[src/rtl/iq_decimator_if.sv]
// ----------------------------------------------------------------------------
// iq_decimator_if
//   Sample/result bundle for the I/Q accumulate-and-dump decimator.
//
//   Signals:
//     rx         acquisition window (high = accumulate)
//     log2_r     log2 of decimation ratio, sampled on the rx rising edge
//     in_i/in_q  signed mixed samples, one per clock
//     out_i/q    signed decimated samples, held between strobes
//     out_valid  one-cycle strobe marking a new out_i/out_q
//     frame_cnt  outputs emitted since the last rx rise (wraps)
//
//   Modports:
//     master  sample source / result consumer (mixer + readout side)
//     slave   the decimator itself
// ----------------------------------------------------------------------------
interface iq_decimator_if #(
    parameter int IN_W  = 24,
    parameter int OUT_W = 16,
    parameter int LR_W  = 4
);
    logic                     rx;
    logic        [LR_W-1:0]   log2_r;
    logic signed [IN_W-1:0]   in_i;
    logic signed [IN_W-1:0]   in_q;
    logic signed [OUT_W-1:0]  out_i;
    logic signed [OUT_W-1:0]  out_q;
    logic                     out_valid;
    logic        [15:0]       frame_cnt;

    modport master (
        output rx, log2_r, in_i, in_q,
        input  out_i, out_q, out_valid, frame_cnt
    );

    modport slave (
        input  rx, log2_r, in_i, in_q,
        output out_i, out_q, out_valid, frame_cnt
    );
endinterface

[src/rtl/iq_decimator.sv]
// ----------------------------------------------------------------------------
// iq_decimator
//   I/Q accumulate-and-dump decimator. While rx is high, sums 2^lr
//   consecutive samples per channel and emits one scaled OUT_W-bit average
//   per block, with a one-cycle valid strobe and a frame counter.
//
//   Ports:
//     clk_8x   sole clock, rising edge
//     rst      synchronous, active-high reset
//     bus      iq_decimator_if.slave (rx, log2_r, in_i/q -> out_i/q,
//              out_valid, frame_cnt)
//
//   Build option:
//     IQ_DECIM_ROUND_EN  when defined, round half up before the final shift
//                        and saturate positive overflow; otherwise plain
//                        arithmetic-shift truncation.
// ----------------------------------------------------------------------------
module iq_decimator #(
    parameter int IN_W       = 24,
    parameter int OUT_W      = 16,
    parameter int MAX_LOG2_R = 10,
    parameter int LR_W       = 4
) (
    input  logic            clk_8x,
    input  logic            rst,
    iq_decimator_if.slave   bus
);

    localparam int ACC_W = IN_W + MAX_LOG2_R;

    localparam logic [MAX_LOG2_R:0] CNT_ONE = 1;

    typedef enum logic {
        IDLE = 1'b0,
        ACC  = 1'b1
    } state_t;

    state_t                   state;
    logic signed [ACC_W-1:0]  acc_i;
    logic signed [ACC_W-1:0]  acc_q;
    logic [MAX_LOG2_R-1:0]    cnt;
    logic [LR_W-1:0]          lr;

    logic signed [OUT_W-1:0]  out_i_p1;
    logic signed [OUT_W-1:0]  out_q_p1;
    logic                     vld_p1;
    logic [15:0]              frame_cnt_p1;

    logic [LR_W-1:0]          lr_eff_p0;
    logic signed [ACC_W-1:0]  sum_i_p0;
    logic signed [ACC_W-1:0]  sum_q_p0;
    logic                     last_p0;

    function automatic logic [LR_W-1:0] clamp_lr(input logic [LR_W-1:0] v);
        if (v > LR_W'(MAX_LOG2_R))
            return LR_W'(MAX_LOG2_R);
        return v;
    endfunction

    // Count value of the final sample in a block of 2^l samples.
    function automatic logic [MAX_LOG2_R-1:0] blk_last(input logic [LR_W-1:0] l);
        logic [MAX_LOG2_R:0] m;
        m = (CNT_ONE << l) - CNT_ONE;
        return m[MAX_LOG2_R-1:0];
    endfunction

    // Divide the block sum by 2^l and drop the extra input precision.
`ifdef IQ_DECIM_ROUND_EN
    localparam logic signed [ACC_W:0] RND_ONE = 1;
    localparam logic signed [ACC_W:0] SAT_HI  = (ACC_W+1)'((64'sd1 <<< (OUT_W-1)) - 64'sd1);

    function automatic logic signed [OUT_W-1:0] scale(
        input logic signed [ACC_W-1:0] sum,
        input logic [LR_W-1:0]         l
    );
        int                      s;
        logic signed [ACC_W:0]   ext;
        logic signed [ACC_W:0]   half;
        logic signed [ACC_W:0]   sh;
        s    = int'(l) + (IN_W - OUT_W);
        ext  = {sum[ACC_W-1], sum};
        half = (s > 0) ? (RND_ONE <<< (s - 1)) : '0;
        sh   = (ext + half) >>> s;
        // Rounding only ever adds, so only the positive rail can be crossed.
        if (sh > SAT_HI)
            return SAT_HI[OUT_W-1:0];
        return sh[OUT_W-1:0];
    endfunction
`else
    function automatic logic signed [OUT_W-1:0] scale(
        input logic signed [ACC_W-1:0] sum,
        input logic [LR_W-1:0]         l
    );
        int                      s;
        logic signed [ACC_W-1:0] sh;
        s  = int'(l) + (IN_W - OUT_W);
        sh = sum >>> s;
        return sh[OUT_W-1:0];
    endfunction
`endif

    // ---- stage p0: block sum and end-of-block detect ----
    always_comb begin
        lr_eff_p0 = lr;
        if (state == IDLE)
            lr_eff_p0 = clamp_lr(bus.log2_r);
        // cnt==0 starts a block, so the previous block's total is dropped.
        // In IDLE cnt is held at 0, which makes the rx-rise sample sample 0.
        sum_i_p0 = ((state == ACC && cnt != '0) ? acc_i : '0)
                 + {{MAX_LOG2_R{bus.in_i[IN_W-1]}}, bus.in_i};
        sum_q_p0 = ((state == ACC && cnt != '0) ? acc_q : '0)
                 + {{MAX_LOG2_R{bus.in_q[IN_W-1]}}, bus.in_q};
        last_p0  = (cnt == blk_last(lr_eff_p0));
    end

    // ---- stage p1: FSM, accumulators and registered outputs ----
    always_ff @(posedge clk_8x) begin
        if (rst) begin
            state        <= IDLE;
            acc_i        <= '0;
            acc_q        <= '0;
            cnt          <= '0;
            lr           <= '0;
            out_i_p1     <= '0;
            out_q_p1     <= '0;
            vld_p1       <= 1'b0;
            frame_cnt_p1 <= '0;
        end else begin
            vld_p1 <= 1'b0;
            case (state)
                IDLE: begin
                    if (bus.rx) begin
                        lr    <= lr_eff_p0;
                        acc_i <= sum_i_p0;
                        acc_q <= sum_q_p0;
                        state <= ACC;
                        if (last_p0) begin
                            // R=1: the rx-rise sample is a complete block.
                            out_i_p1     <= scale(sum_i_p0, lr_eff_p0);
                            out_q_p1     <= scale(sum_q_p0, lr_eff_p0);
                            vld_p1       <= 1'b1;
                            cnt          <= '0;
                            frame_cnt_p1 <= 16'd1;
                        end else begin
                            cnt          <= MAX_LOG2_R'(1);
                            frame_cnt_p1 <= 16'd0;
                        end
                    end else begin
                        acc_i <= '0;
                        acc_q <= '0;
                        cnt   <= '0;
                    end
                end
                ACC: begin
                    if (bus.rx) begin
                        acc_i <= sum_i_p0;
                        acc_q <= sum_q_p0;
                        if (last_p0) begin
                            out_i_p1     <= scale(sum_i_p0, lr);
                            out_q_p1     <= scale(sum_q_p0, lr);
                            vld_p1       <= 1'b1;
                            cnt          <= '0;
                            frame_cnt_p1 <= frame_cnt_p1 + 16'd1;
                        end else begin
                            cnt <= cnt + MAX_LOG2_R'(1);
                        end
                    end else begin
                        // Window closed: the partial block is thrown away.
                        state <= IDLE;
                        acc_i <= '0;
                        acc_q <= '0;
                        cnt   <= '0;
                    end
                end
                default: state <= IDLE;
            endcase
        end
    end

    assign bus.out_i     = out_i_p1;
    assign bus.out_q     = out_q_p1;
    assign bus.out_valid = vld_p1;
    assign bus.frame_cnt = frame_cnt_p1;

endmodule

[src/flat_wrapper.sv]
// flat-port wrapper written by rule: the top's interface ports become plain ports
module iq_decimator_flat 
#(
    parameter int IN_W       = 24,
    parameter int OUT_W      = 16,
    parameter int MAX_LOG2_R = 10,
    parameter int LR_W       = 4
)
  (clk_8x, rst, bus_rx, bus_log2_r, bus_in_i, bus_in_q, bus_out_i, bus_out_q, bus_out_valid, bus_frame_cnt);
  iq_decimator_if #(.IN_W(IN_W), .OUT_W(OUT_W), .LR_W(LR_W)) bus_i ();
  input  logic clk_8x;
  input  logic rst;
  input wire logic [$bits(bus_i.rx)-1:0] bus_rx;
  input wire logic [$bits(bus_i.log2_r)-1:0] bus_log2_r;
  input wire logic [$bits(bus_i.in_i)-1:0] bus_in_i;
  input wire logic [$bits(bus_i.in_q)-1:0] bus_in_q;
  output wire logic [$bits(bus_i.out_i)-1:0] bus_out_i;
  output wire logic [$bits(bus_i.out_q)-1:0] bus_out_q;
  output wire logic [$bits(bus_i.out_valid)-1:0] bus_out_valid;
  output wire logic [$bits(bus_i.frame_cnt)-1:0] bus_frame_cnt;
  assign bus_i.rx = bus_rx;
  assign bus_i.log2_r = bus_log2_r;
  assign bus_i.in_i = bus_in_i;
  assign bus_i.in_q = bus_in_q;
  assign bus_out_i = bus_i.out_i;
  assign bus_out_q = bus_i.out_q;
  assign bus_out_valid = bus_i.out_valid;
  assign bus_frame_cnt = bus_i.frame_cnt;
  iq_decimator #(.IN_W(IN_W), .OUT_W(OUT_W), .MAX_LOG2_R(MAX_LOG2_R), .LR_W(LR_W)) u_core (.clk_8x(clk_8x), .rst(rst), .bus(bus_i));
endmodule
[config.mk]
export PLATFORM = sky130hd
export DESIGN_NAME = iq_decimator_flat
export DESIGN_NICKNAME = d
export VERILOG_FILES = /design/src/rtl/iq_decimator_if.sv /design/src/rtl/iq_decimator.sv /design/src/flat_wrapper.sv
export SDC_FILE = /design/constraint.sdc
export NUM_CORES = 1
export LEC_CHECK = 0
export CORE_MARGIN = 2
export CORE_UTILIZATION = 54
export CTS_BUF_LIST = sky130_fd_sc_hd__clkbuf_16
export CTS_CLUSTER_SIZE = 14
export DETAILED_ROUTE_END_ITERATION = 8
export PLACE_DENSITY_LB_ADDON = 0.3
export SLEW_MARGIN = 20
export SYNTH_ARGS = -nofsm -noshare
export SYNTH_HDL_FRONTEND = slang
export SYNTH_SLANG_ARGS = --single-unit
[constraint.sdc]
create_clock -name clk_8x -period 4.6 [get_ports clk_8x]
set_input_delay 0.92 -clock clk_8x [delete_from_list [all_inputs] [get_ports clk_8x]]
set_output_delay 0.92 -clock clk_8x [all_outputs]
set_load 0.1 [all_outputs]
==> metrics.log <==
[metrics] outcome: complete, no violations
[metrics] unrepaired setup endpoints after global routing: yes
[metrics] top fanout value on the critical path: 27
[metrics] maximum clock rate: ~220 MHz
[metrics] remaining design rule violation count: 0
[metrics] dpl cells: 1939
[metrics] net load switching power: 0.00110 W
[metrics] share of post-route cells with drive strength above 1: 0.140
[metrics] via count: ~12000
[metrics] post-detailed-placement half-perimeter wirelength: approximately 28 mm
[metrics] Final GP Congestion: between 0.9 and 1
[metrics] final hold violation count: 0
[metrics] sw frac: 0.324
[metrics] FF+latch count, synth: around 130
[metrics] cell-internal power: around 0.0023 W
[metrics] total wirelength of the detailed-routed design: between 30 and 40 mm
[metrics] power density cells: approximately 240 nW/um2
[metrics] Diodes inserted: 0
[metrics] filler-free cell count of the finished design: 1981
[metrics] H-tree lvl count: 4
[metrics] top cells by area, synth: sky130_fd_sc_hd__dfxtp_1 23%, sky130_fd_sc_hd__ha_1 7.6%, sky130_fd_sc_hd__nor2_1 6.2%
[metrics] number of antenna violations at the first check in global routing: 1
[metrics] tightest slew margin relative to the limit: 0.329
[metrics] Crit path largest cell delay: about 500 ps
[metrics] clock group share of total power: 0.408
[metrics] sinks on the clock net: approximately 130
[metrics] average detailed-routed wire length per instance: between 15 and 20 um
[metrics] signal arrival time at the worst endpoint: slightly below 5000 ps
[metrics] post-synth top area share: 0.229
[metrics] average size of a mapped cell: ~7.4 um2
[metrics] most frequently used flop master after synthesis: sky130_fd_sc_hd__dfxtp_1
[metrics] die footprint: about 23000 um2
[metrics] number of enable flip-flop cells after synthesis: 0
[metrics] clock buffers created by TritonCTS: 17
[metrics] worst setup skew after layout: 10.9 ps
[metrics] Period Utilization, post-route: 0.980
[metrics] worst supply voltage drop on vdd: 0.243 mV
[metrics] clock tree from TritonCTS: built
[metrics] Slew Viols, Final: 0
[metrics] min-delay worst type: reg -> reg
[metrics] count of max-cap constraint violations: 0
[metrics] commonest cells after routing, fill and taps aside: 191 x sky130_fd_sc_hd__nor2_1, 136 x sky130_fd_sc_hd__nand2_1, 132 x sky130_fd_sc_hd__dfxtp_1
[metrics] detailed router's first-iteration violation count: around 1300
[metrics] detailed-router iteration count before antenna repair: 5
[metrics] mux cell area share after synthesis: 0.0532
[metrics] multi-input logic area: ~8700 um2
[metrics] cell with the largest stage delay on the worst path: sky130_fd_sc_hd__or4_4
[metrics] Sequential Area: about 2600 um2
[metrics] sequential share of the synthesized area: 0.229
[metrics] setup violators final: 0
[metrics] fraction of the mapped netlist area in simple logic gates: 0.274
[metrics] chip height: 150 um
[metrics] global route total overflow: 0
[metrics] setup slack on the worst flop-to-flop path: about 93 ps
[metrics] Synth Area in Compound Gates: 0.262
[metrics] Hold Buf Count CTS: 0
[metrics] remaining antenna violation count after routing: 0
[metrics] core area: ~21000 um2
[metrics] Clk Latency, worst-skew pair: approximately 440 ps
[metrics] maximum number of pins on one net before global-route repair: 56
[metrics] leakage power total: a little over 6 nW
[metrics] Yosys top cell by area: sky130_fd_sc_hd__dfxtp_1
[metrics] synth unique cells: 96
[metrics] summed negative setup slack over all endpoints: 0 ps
[metrics] initial core utilization: 0.550
[metrics] fill count: ~1800
[metrics] wire length of the first global-routing pass: a little under 60 mm
[metrics] maximum count of clock buffers along a single path: 2
[metrics] # port buffers: 103
[metrics] overall fraction of global-route tracks in use: 0.329
[metrics] via count of the first global-routing pass: roughly 11000
[metrics] pin slew with the least headroom to its limit: approximately 1000 ps
[metrics] Mapped Nets: 1674
[metrics] kind of capture point of the worst setup path: flop
[metrics] Rows: 53
[metrics] Final min period: roughly 4500 ps
[metrics] largest family of logic cells by synthesized area: simple AND/OR/NAND/NOR gates
[metrics] number of warning messages in the yosys log: 0
[metrics] FFs w/ async S/R, synth: 0
[metrics] die width: about 150 um
[metrics] sequential share of power: 0.346
[metrics] CP required: slightly below 5000 ps
[metrics] most frequent standard cell in the layout excluding fill and tap cells: sky130_fd_sc_hd__nor2_1
[metrics] post-layout net count: approximately 1800
[metrics] ordered list of cells on the worst path: inv_1 > ha_1 > nor2b_4 > a31oi_4 > buf_4 > clkbuf_16 > and2_1 > ha_1 > and4_4 > and3_1 > o211a_1 > or4_4 > nand2_4 > nor3_2 > or4_4 > mux2_2 > mux2_4 > a22oi_2 > a31oi_1
[metrics] synthesized instance count: 1547
[metrics] Mapped Area: around 12000 um2
[metrics] area added between synthesis and finish: 24.2%
[metrics] type of the setup path with the least slack: reg -> reg
[metrics] adder-cell area share of the yosys netlist: 0.0795
[metrics] final core utilization: 0.682
[metrics] vias per cell: between 6 and 7
[metrics] Clock transition at path regs: approximately 60 ps
[metrics] proportion of power drawn by combinational gates: 0.245
[metrics] Critical Path Start Type: flop
[metrics] synthesized-area fraction occupied by xor and xnor cells: 0.0593
[metrics] ports placed on the boundary: about 100
[metrics] cell at the root of the clock tree: sky130_fd_sc_hd__clkbuf_16
## layer usage
layer / part of all wire / routed length, um / GRT usage / vias to the layer above
li1: - / - / - / 5942
met1: 0.42 / 16300 / 0.434 / 5820
met2: 0.46 / 17600 / 0.527 / 584
met3: 0.076 / 2930 / 0.0549 / 93
met4: 0.042 / 1600 / 0.146 / 2
met5: 0.00034 / 13 / 0 / -
## through the flow
step           hold slack, ps  total power (W)  instance area [um2]  worst slack [ps]
6_report                  462          0.00341                14300              92.6
5_1_grt                   485          0.00353                14300             -58.3
4_1_cts                   462          0.00337                13900              10.1
3_5_place_dp              454          0.00199                13300              -166
3_3_place_gp              443          0.00198                13300             -21.7
2_1_floorplan             433          0.00172                11500              69.3
## power by group through the flow
stage	combinational (W)	clock, W	sequential [W]
final	0.000836	0.00139	0.00118
after global routing	0.000898	0.00146	0.00118
after CTS	0.000792	0.00140	0.00118
after detailed placement	0.000784	0	0.00120
after global placement	0.000778	0	0.00120
after floorplan	0.000515	0	0.00120
## flip-flops by register name, summed over array words and instances (netlist names)
signal                count
u_core.bus.out_i         16
u_core.state              1
u_core.bus.frame_cnt     16
u_core.cnt               10
u_core.bus.out_q         16
u_core.lr                 4
u_core.bus.out_valid      1
u_core.acc_q             34
u_core.acc_i             34
## worst paths after layout
check	endpoint	start	cells after the start
min	u_core.lr[0]	u_core.lr[0]	2
max reg2reg	u_core.bus.out_i[3]	u_core.cnt[0]	19
min reg2reg	u_core.lr[0]	u_core.lr[0]	2
max	u_core.bus.out_i[3]	u_core.cnt[0]	19
## cell type report
| type | count | share of cell area |
|---|---|---|
| Multi-Input combinational cell | 1301 | 0.605 |
| Timing Repair Buffer | 219 | 0.139 |
| Clock buffer | 17 | 0.0298 |
| Inverter | 22 | 0.00578 |
| Sequential cell | 132 | 0.185 |
| Clock inverter | 15 | 0.0109 |
| Tap cell | 275 | 0.0241 |
## cell usage after synthesis, types with 4 or more instances
cell type                   count
sky130_fd_sc_hd__or3_1          5
sky130_fd_sc_hd__nand2_1      137
sky130_fd_sc_hd__buf_2         16
sky130_fd_sc_hd__o211a_1        4
sky130_fd_sc_hd__nor2_1       191
sky130_fd_sc_hd__nor2b_1       11
sky130_fd_sc_hd__dfxtp_1      132
sky130_fd_sc_hd__and2_1        96
sky130_fd_sc_hd__a31o_2         7
sky130_fd_sc_hd__nor3_1        51
sky130_fd_sc_hd__o41ai_1        4
sky130_fd_sc_hd__o211ai_1      22
sky130_fd_sc_hd__inv_1         21
sky130_fd_sc_hd__nand2b_1      13
sky130_fd_sc_hd__a21o_1        35
sky130_fd_sc_hd__and3_1        23
sky130_fd_sc_hd__o2111ai_1      5
sky130_fd_sc_hd__and4_1         4
sky130_fd_sc_hd__buf_6          5
sky130_fd_sc_hd__xnor2_1       34
sky130_fd_sc_hd__nand4_1       19
sky130_fd_sc_hd__a21oi_1      112
sky130_fd_sc_hd__a211o_1       10
sky130_fd_sc_hd__a221oi_1       4
sky130_fd_sc_hd__a2111oi_0      4
sky130_fd_sc_hd__buf_1         12
sky130_fd_sc_hd__mux2i_1       40
sky130_fd_sc_hd__xor2_1        44
sky130_fd_sc_hd__ha_1          70
sky130_fd_sc_hd__o22ai_1        9
sky130_fd_sc_hd__clkbuf_1      58
sky130_fd_sc_hd__o21ai_1       18
sky130_fd_sc_hd__a22o_1         4
sky130_fd_sc_hd__or2_2          5
sky130_fd_sc_hd__nand3_1       49
sky130_fd_sc_hd__o21a_1        20
sky130_fd_sc_hd__o21bai_1       8
sky130_fd_sc_hd__nor4_1         6
sky130_fd_sc_hd__o21ai_0       79
sky130_fd_sc_hd__o31ai_1        7
sky130_fd_sc_hd__mux2_2        13
sky130_fd_sc_hd__a22oi_1        4
sky130_fd_sc_hd__o221ai_1       8
sky130_fd_sc_hd__a31oi_1       20
sky130_fd_sc_hd__a211oi_1      37
## worst max-delay path: cells and delay by family, from the launching register on
kind | cells | cell delay (ps)
muxes | 2 | 600
DFF | 1 | 340
and+or+nand+nor | 8 | 1810
AOI/OAI and AO/OA | 4 | 710
buffers and inverters | 3 | 460
adders and majority gates | 2 | 480
## repair_timing
| item | CTS | global route |
|---|---|---|
| resized for setup | 1 | 49 |
| cloned | 0 | 3 |
| setup buffers | 0 | 7 |
| endpoints found under the hold margin | 0 | 0 |
| pin swaps | 0 | 16 |
| setup endpoints to repair | 5 | 30 |
## cells by family (layout without fill, tap and decap cells)
| group | Yosys count | after routing |
|---|---|---|
| compound gates | 455 | 455 |
| xor+xnor | 78 | 78 |
| fa+ha+maj | 72 | 72 |
| buf+inv | 114 | 273 |
| flops | 132 | 132 |
| mux | 57 | 57 |
| simple gates | 639 | 639 |
No activity file was read; power rests on OpenSTA's default activity.
